<file path="config.mk">
export PLATFORM = sky130hd
export DESIGN_NAME = nonce_result_queue
export DESIGN_NICKNAME = d
export VERILOG_FILES = /design/src/rtl/nxs_serial_pkg.sv /design/src/rtl/result_fifo.sv /design/src/rtl/nonce_result_queue.sv
export SDC_FILE = /design/constraint.sdc
export NUM_CORES = 1
export LEC_CHECK = 0
export CORE_ASPECT_RATIO = 0.6
export CORE_MARGIN = 2
export CORE_UTILIZATION = 40
export DETAILED_ROUTE_END_ITERATION = 12
export GPL_ROUTABILITY_DRIVEN = 0
export PLACE_DENSITY = 0.54
export SYNTH_ARGS = -nofsm -noshare
export SYNTH_HDL_FRONTEND = slang
export SYNTH_SLANG_ARGS = --single-unit
</file>
<file path="constraint.sdc">
create_clock -name clk -period 13.45 [get_ports clk]
set_input_delay 2.0175 -clock clk [delete_from_list [all_inputs] [get_ports clk]]
set_output_delay 2.0175 -clock clk [all_outputs]
set_load 0.005 [all_outputs]
</file>
<file path="src/rtl/nxs_serial_pkg.sv">
// Shared constants for the nonce serial path: message geometry, queue FSM encodings, default TX pacing.
package nxs_serial_pkg;

  localparam int MSG_BYTES = 8;
  localparam int RESULT_W  = MSG_BYTES * 8;

  localparam int CLK_HZ = 100_000_000;
  localparam int BAUD   = 115_200;

  typedef logic [1:0] q_state_t;
  localparam logic [1:0] Q_IDLE  = 2'd0;
  localparam logic [1:0] Q_ISSUE = 2'd1;
  localparam logic [1:0] Q_GAP   = 2'd2;

  // Nine 10-bit UART frames (message plus one spare byte) with a 1024/1000 margin;
  // 100 MHz at 115200 baud gives exactly 80000.
  function automatic int gap_cycles(input longint clk_hz, input longint baud);
    longint frame_clks;
    frame_clks = longint'(MSG_BYTES + 1) * 64'd10 * clk_hz / baud;
    return int'(frame_clks * 64'd1024 / 64'd1000);
  endfunction

  localparam int GAP_CYCLES_DEFAULT = gap_cycles(CLK_HZ, BAUD);

endpackage

</file>
<file path="src/rtl/result_fifo.sv">
// Circular result buffer; head is combinational, empty/full are registered from the next occupancy.
// Push and pop land on the same edge; the caller must not push when full unless it also pops.
module result_fifo
  import nxs_serial_pkg::*;
#(
  parameter int DEPTH = 8,
  parameter int W     = RESULT_W
) (
  input  logic         clk,
  input  logic         rst_n,
  input  logic         push,
  input  logic [W-1:0] push_data,
  input  logic         pop,
  output logic [W-1:0] head,
  output logic         empty,
  output logic         full
);

  localparam int AW = $clog2(DEPTH);

  logic [W-1:0]  mem [DEPTH];
  logic [AW-1:0] wr_ptr;
  logic [AW-1:0] rd_ptr;
  logic [AW:0]   count;
  logic [AW:0]   count_nxt;

  always_comb begin
    count_nxt = count;
    case ({push, pop})
      2'b10:   count_nxt = count + (AW+1)'(1);
      2'b01:   count_nxt = count - (AW+1)'(1);
      default: count_nxt = count;
    endcase
  end

  assign head = mem[rd_ptr];

  always_ff @(posedge clk) begin
    if (push) mem[wr_ptr] <= push_data;
  end

  // Power-of-two depth lets the pointers wrap by plain overflow.
  always_ff @(posedge clk or negedge rst_n) begin
    if (!rst_n) begin
      wr_ptr <= '0;
      rd_ptr <= '0;
      count  <= '0;
      empty  <= 1'b1;
      full   <= 1'b0;
    end else begin
      if (push) wr_ptr <= wr_ptr + AW'(1);
      if (pop)  rd_ptr <= rd_ptr + AW'(1);
      count <= count_nxt;
      empty <= (count_nxt == '0);
      full  <= (count_nxt == (AW+1)'(DEPTH));
    end
  end

endmodule

</file>
<file path="src/rtl/nonce_result_queue.sv">
// Queues miner results and issues one per GAP_CYCLES to the TX stage; RESULT_DEDUP_EN drops repeats of the last accepted word.
// Issue pulse 2 clocks after a push into an idle empty queue; no backpressure upstream, rejected results bump DropCount.
module nonce_result_queue
  import nxs_serial_pkg::*;
#(
  parameter int DEPTH      = 8,
  parameter int GAP_CYCLES = GAP_CYCLES_DEFAULT
) (
  input  logic                clk,
  input  logic                rst_n,
  input  logic                ResultValid,
  input  logic [RESULT_W-1:0] ResultData,
  output logic                NewValidInput,
  output logic [RESULT_W-1:0] OutData,
  output logic                Empty,
  output logic                Full,
  output logic [7:0]          DropCount
);

  localparam int GW = $clog2(GAP_CYCLES);
  localparam logic [GW-1:0] GAP_LOAD = GW'(GAP_CYCLES - 2);

  q_state_t            state;
  logic [GW-1:0]       gap_cnt;
  logic [RESULT_W-1:0] head;
  logic                pop;
  logic                push;
  logic                room;
  logic                dup;
  logic                drop;

  assign pop  = (state == Q_IDLE) && !Empty;
  assign room = !Full || pop;

`ifdef RESULT_DEDUP_EN
  logic [RESULT_W-1:0] last_word;
  logic                last_vld;

  assign dup = last_vld && (ResultData == last_word);

  always_ff @(posedge clk or negedge rst_n) begin
    if (!rst_n) begin
      last_word <= '0;
      last_vld  <= 1'b0;
    end else if (push) begin
      last_word <= ResultData;
      last_vld  <= 1'b1;
    end
  end
`else
  assign dup = 1'b0;
`endif

  assign push = ResultValid && room && !dup;
  assign drop = ResultValid && !push;

  result_fifo #(
    .DEPTH (DEPTH),
    .W     (RESULT_W)
  ) u_fifo (
    .clk       (clk),
    .rst_n     (rst_n),
    .push      (push),
    .push_data (ResultData),
    .pop       (pop),
    .head      (head),
    .empty     (Empty),
    .full      (Full)
  );

  // ISSUE + (GAP_CYCLES-2) GAP cycles + IDLE spaces back-to-back pulses by exactly GAP_CYCLES.
  always_ff @(posedge clk or negedge rst_n) begin
    if (!rst_n) begin
      state         <= Q_IDLE;
      gap_cnt       <= '0;
      OutData       <= '0;
      NewValidInput <= 1'b0;
    end else begin
      NewValidInput <= 1'b0;
      case (state)
        Q_IDLE: begin
          if (!Empty) begin
            OutData       <= head;
            NewValidInput <= 1'b1;
            state         <= Q_ISSUE;
          end
        end
        Q_ISSUE: begin
          gap_cnt <= GAP_LOAD;
          state   <= Q_GAP;
        end
        Q_GAP: begin
          gap_cnt <= gap_cnt - GW'(1);
          if (gap_cnt <= GW'(1)) state <= Q_IDLE;
        end
        default: state <= Q_IDLE;
      endcase
    end
  end

  always_ff @(posedge clk or negedge rst_n) begin
    if (!rst_n) begin
      DropCount <= '0;
    end else if (drop && (DropCount != 8'hFF)) begin
      DropCount <= DropCount + 8'd1;
    end
  end

endmodule

</file>
==> results.txt <==
The synthesized flop and latch total is 616. Once the clock tree was built, the setup fixing pass inserted 0 buffers. The multiplexer fraction of the synthesized cell area was 0.153. Fill cells in the final layout number 4824. The register area share after synthesis is 0.766. The required time of the critical path was 13660 ps; the reg2reg setup slack was 9330 ps. The clock net in this run drives a total of 616 sinks. For the net total in the final layout, the log shows 1406. In the post-synthesis netlist, the cell with the most instances is edfxtp_1.

Setup repair after global routing left no endpoint under its margin. Number of buffer cells added on primary ports: 141. Clock tree synthesis inserted a total of 56 buffers. The tools report the wire length of the first global-routing pass as 73.3 mm. The logs give 0 for the remaining antenna violation count and 0 for the setup-violating endpoint count in the final report. The run gives 0 as the total of warnings raised by yosys. The final worst-path cycle share was 0.336; the clock latency on the worst-skew pair was 610 ps.

In this run the standard cell core region covers 0.0578 sq mm. The number of nets handed over by synthesis was 1242. The routed via count divided by cell count came out at 5.19. The root buffer cell chosen for the clock tree is clkbuf_16.

The tool flagged a number of max-cap violations equal to 0. The count of final max-slew check failures was 0. The number of global-route vias before repair came out at 11500. For the global-route usage over all layers, the log shows 0.162. In this run the cell area of the synthesized design comes to 0.0235 sq mm. The synthesized netlist contains 52 unique library cells. Die span in y: 192 um. The post-synthesis async set-or-reset flop share works out to 0.169. The largest individual stage delay along the critical path comes from the cell buf_4. Walking the worst path, the cells encountered are clkdlybuf4s50_1 -> a21boi_2 -> inv_1 -> nor3_2 -> buf_4. At the pin with the least slew margin, the transition time is 1120 ps.

For this design, the CTS-stage hold fixing added 0 buffers. In this run the count of I/O pins placed on the die edge is 142. TritonCTS built the clock tree.

Data on the critical path arrives at its endpoint at 4740 ps. The largest fanout of any net on the critical path was 56; the width of the die was 317 um. The post-synthesis compound-gate area fraction was 0.0220; the buffer depth of the longest clock path was 3. The portion of synthesized cell area occupied by the leading cell type is 0.655. By area, the combinational part of the netlist is dominated by multiplexers. After detailed routing, the number of remaining DRC violations is 0. The adder-cell share of the synthesized area was 0.00640; the minimum period implied by the final worst setup slack was 4520 ps. For the placed wire-length estimate after detailed placement, the log shows 26.0 mm. After synthesis, the most frequently instantiated cells are edfxtp_1 (512), mux4_2 (128), dfrtp_1 (103), nand2_1 (90), o21ai_0 (72). STA classifies the critical path endpoint as a register.

The post-synthesis share of cell area spent on and, or, nand and nor gates came out at 0.0338. The largest single stage delay on the critical path is 920 ps. Across the VDD grid, the largest voltage drop is 0.121 mV. The number of hold violations in the final report was 0; the power per unit of standard cell area was 213 mW/mm^2.

The ratio of cells with drive above 1 in the final layout is 0.189. Including well taps, the total number of placed cells is 2039. For the final routed database, the setup TNS stands at 0 ps.

Entering global routing, the biggest net connects 87 pins. The number of antenna violations at the first check in global routing is 3. Post-CTS repair changed the size of 0 cells. The leading register cell type out of synthesis is edfxtp_1. The cell count after synthesis was 1163; the overall via count from detail_route was 11100.

The routed wire length per instance works out to 22.4 um. Wires add up to 48.0 mm. The worst-case clock skew came out at 27.5 ps.

Based on the critical path, the design can be clocked at up to 221 MHz. After global routing the overflow that remains totals 0. The detailed router finished its first iteration with 934 violations. The type of the setup path with the least slack is in2reg. The analysis attributes to cell leakage a power of 9.33 nW. By area the synthesized netlist is led by edfxtp_1 (66%), mux4_2 (12%), dfrtp_1 (11%). The worst hold path class is reg2reg. The H-tree was split into 2 levels. The worst relative slew slack was 0.252. After clock tree synthesis, the clock-pin slew on the worst setup and hold paths is 60 ps.

The floorplan step defined a die boundary enclosing 0.0607 sq mm. The completed layout was analyzed and its total power is 5.89 mW. From synthesis to final layout, the design area changed by 17.9%. The tools report the number of optimization iterations in the first detailed-route pass as 4.

The worst setup path is launched from a primary input. The number of antenna diodes in the final layout is 0. The site row count is 68, and the number of synthesized flops with an enable pin is 512. The starting density of the core came out at 0.406. The xor/xnor cell area share of the yosys netlist was 0.00746; the mean cell area of the mapped netlist was 20.2 sq um. Leaving out filler cells and counting taps, the final layout contains 2145.

The flow ran to the end, and the final reports show no timing, DRC or antenna violations. The cell type with the largest total area after synthesis was edfxtp_1.
## per-stage QoR
| step | util | hold slack (ps) | instance area (sq um) | worst slack [ps] |
|---|---|---|---|---|
| 2_1_floorplan | - | 473 | 23500 | 4350 |
| 3_3_place_gp | 0.447 | 466 | 25800 | 8300 |
| 3_5_place_dp | 0.447 | 469 | 25800 | 8260 |
| 4_1_cts | 0.479 | 484 | 27700 | 8860 |
| 5_1_grt | 0.479 | 504 | 27700 | 8720 |
| 6_report | 0.479 | 479 | 27700 | 8930 |
## sequential cells by signal (all words and copies together) (netlist names)
name and flops:
DropCount 8, NewValidInput 1, OutData 64, gap_cnt 17, state 2, u_fifo.count 4
u_fifo.empty 1, u_fifo.full 1, u_fifo.mem 512, u_fifo.rd_ptr 3, u_fifo.wr_ptr 3
## routing by layer
layer,global-route usage,wire length [um]
met5,0,25
met1,0.247,23500
met4,0.0327,649
met2,0.245,21700
met3,0.0299,2040
## cell type report
| class | instances | area, sq um | share of cell area |
|---|---|---|---|
| Tap cell | 770 | 963 | 0.0348 |
| Sequential cell | 616 | 18000 | 0.650 |
| Inverter | 8 | 30.0 | 0.00109 |
| Timing Repair Buffer | 159 | 1540 | 0.0558 |
| Clock inverter | 25 | 249 | 0.00900 |
| Multi-Input combinational cell | 486 | 5290 | 0.191 |
| Clock buffer | 81 | 1600 | 0.0577 |
## final timing paths
| path | startpoint | end | depth (start not counted) |
|---|---|---|---|
| worst max register to register | u_fifo.rd_ptr[0] | OutData[12] | 5 |
| worst min-delay path | OutData[21] | OutData[21] | 2 |
| max in group asynchronous | rst_n | OutData[56] | 2 |
| worst min register to register | OutData[21] | OutData[21] | 2 |
| worst max-delay path | ResultValid | u_fifo.mem[4][4] | 5 |
| min in group asynchronous | rst_n | OutData[27] | 1 |
## power breakdown
group	leakage [nW]	internal (mW)	switching [mW]
Clock	0.898	0.888	0.696
Combinational	2.52	0.796	0.831
Sequential	5.91	2.46	0.217
## logic make-up (layout without fill, tap and decap cells)
family	count (synthesis)	count (layout)
flip-flops	616	616
multiplexers	199	199
AND/OR/NAND/NOR	162	162
AO/OA/AOI/OAI	93	93
buffers and inverters	61	273
XOR/XNOR	20	20
adder cells (fa/ha/maj)	12	12
## critical path: cells and delay by family
family,cells,cell delay (ps)
buffers and inverters,3,1650
and+or+nand+nor,1,700
AOI/OAI and AO/OA,1,310
## cells in the final DEF, fill, tap and decap left out, drive strengths merged, types with 16 or more instances in the layout
cell / netlist / routed
edfxtp: 512 / 512
clkdlybuf4s50: 0 / 140
mux4: 128 / 128
dfrtp: 103 / 103
nand2: 90 / 90
clkbuf: 29 / 81
o21ai: 72 / 72
mux2i: 66 / 66
buf: 24 / 19
clkinv: 0 / 17
nor2: 16 / 16
Note: power is estimated with default switching activity, not from simulation.
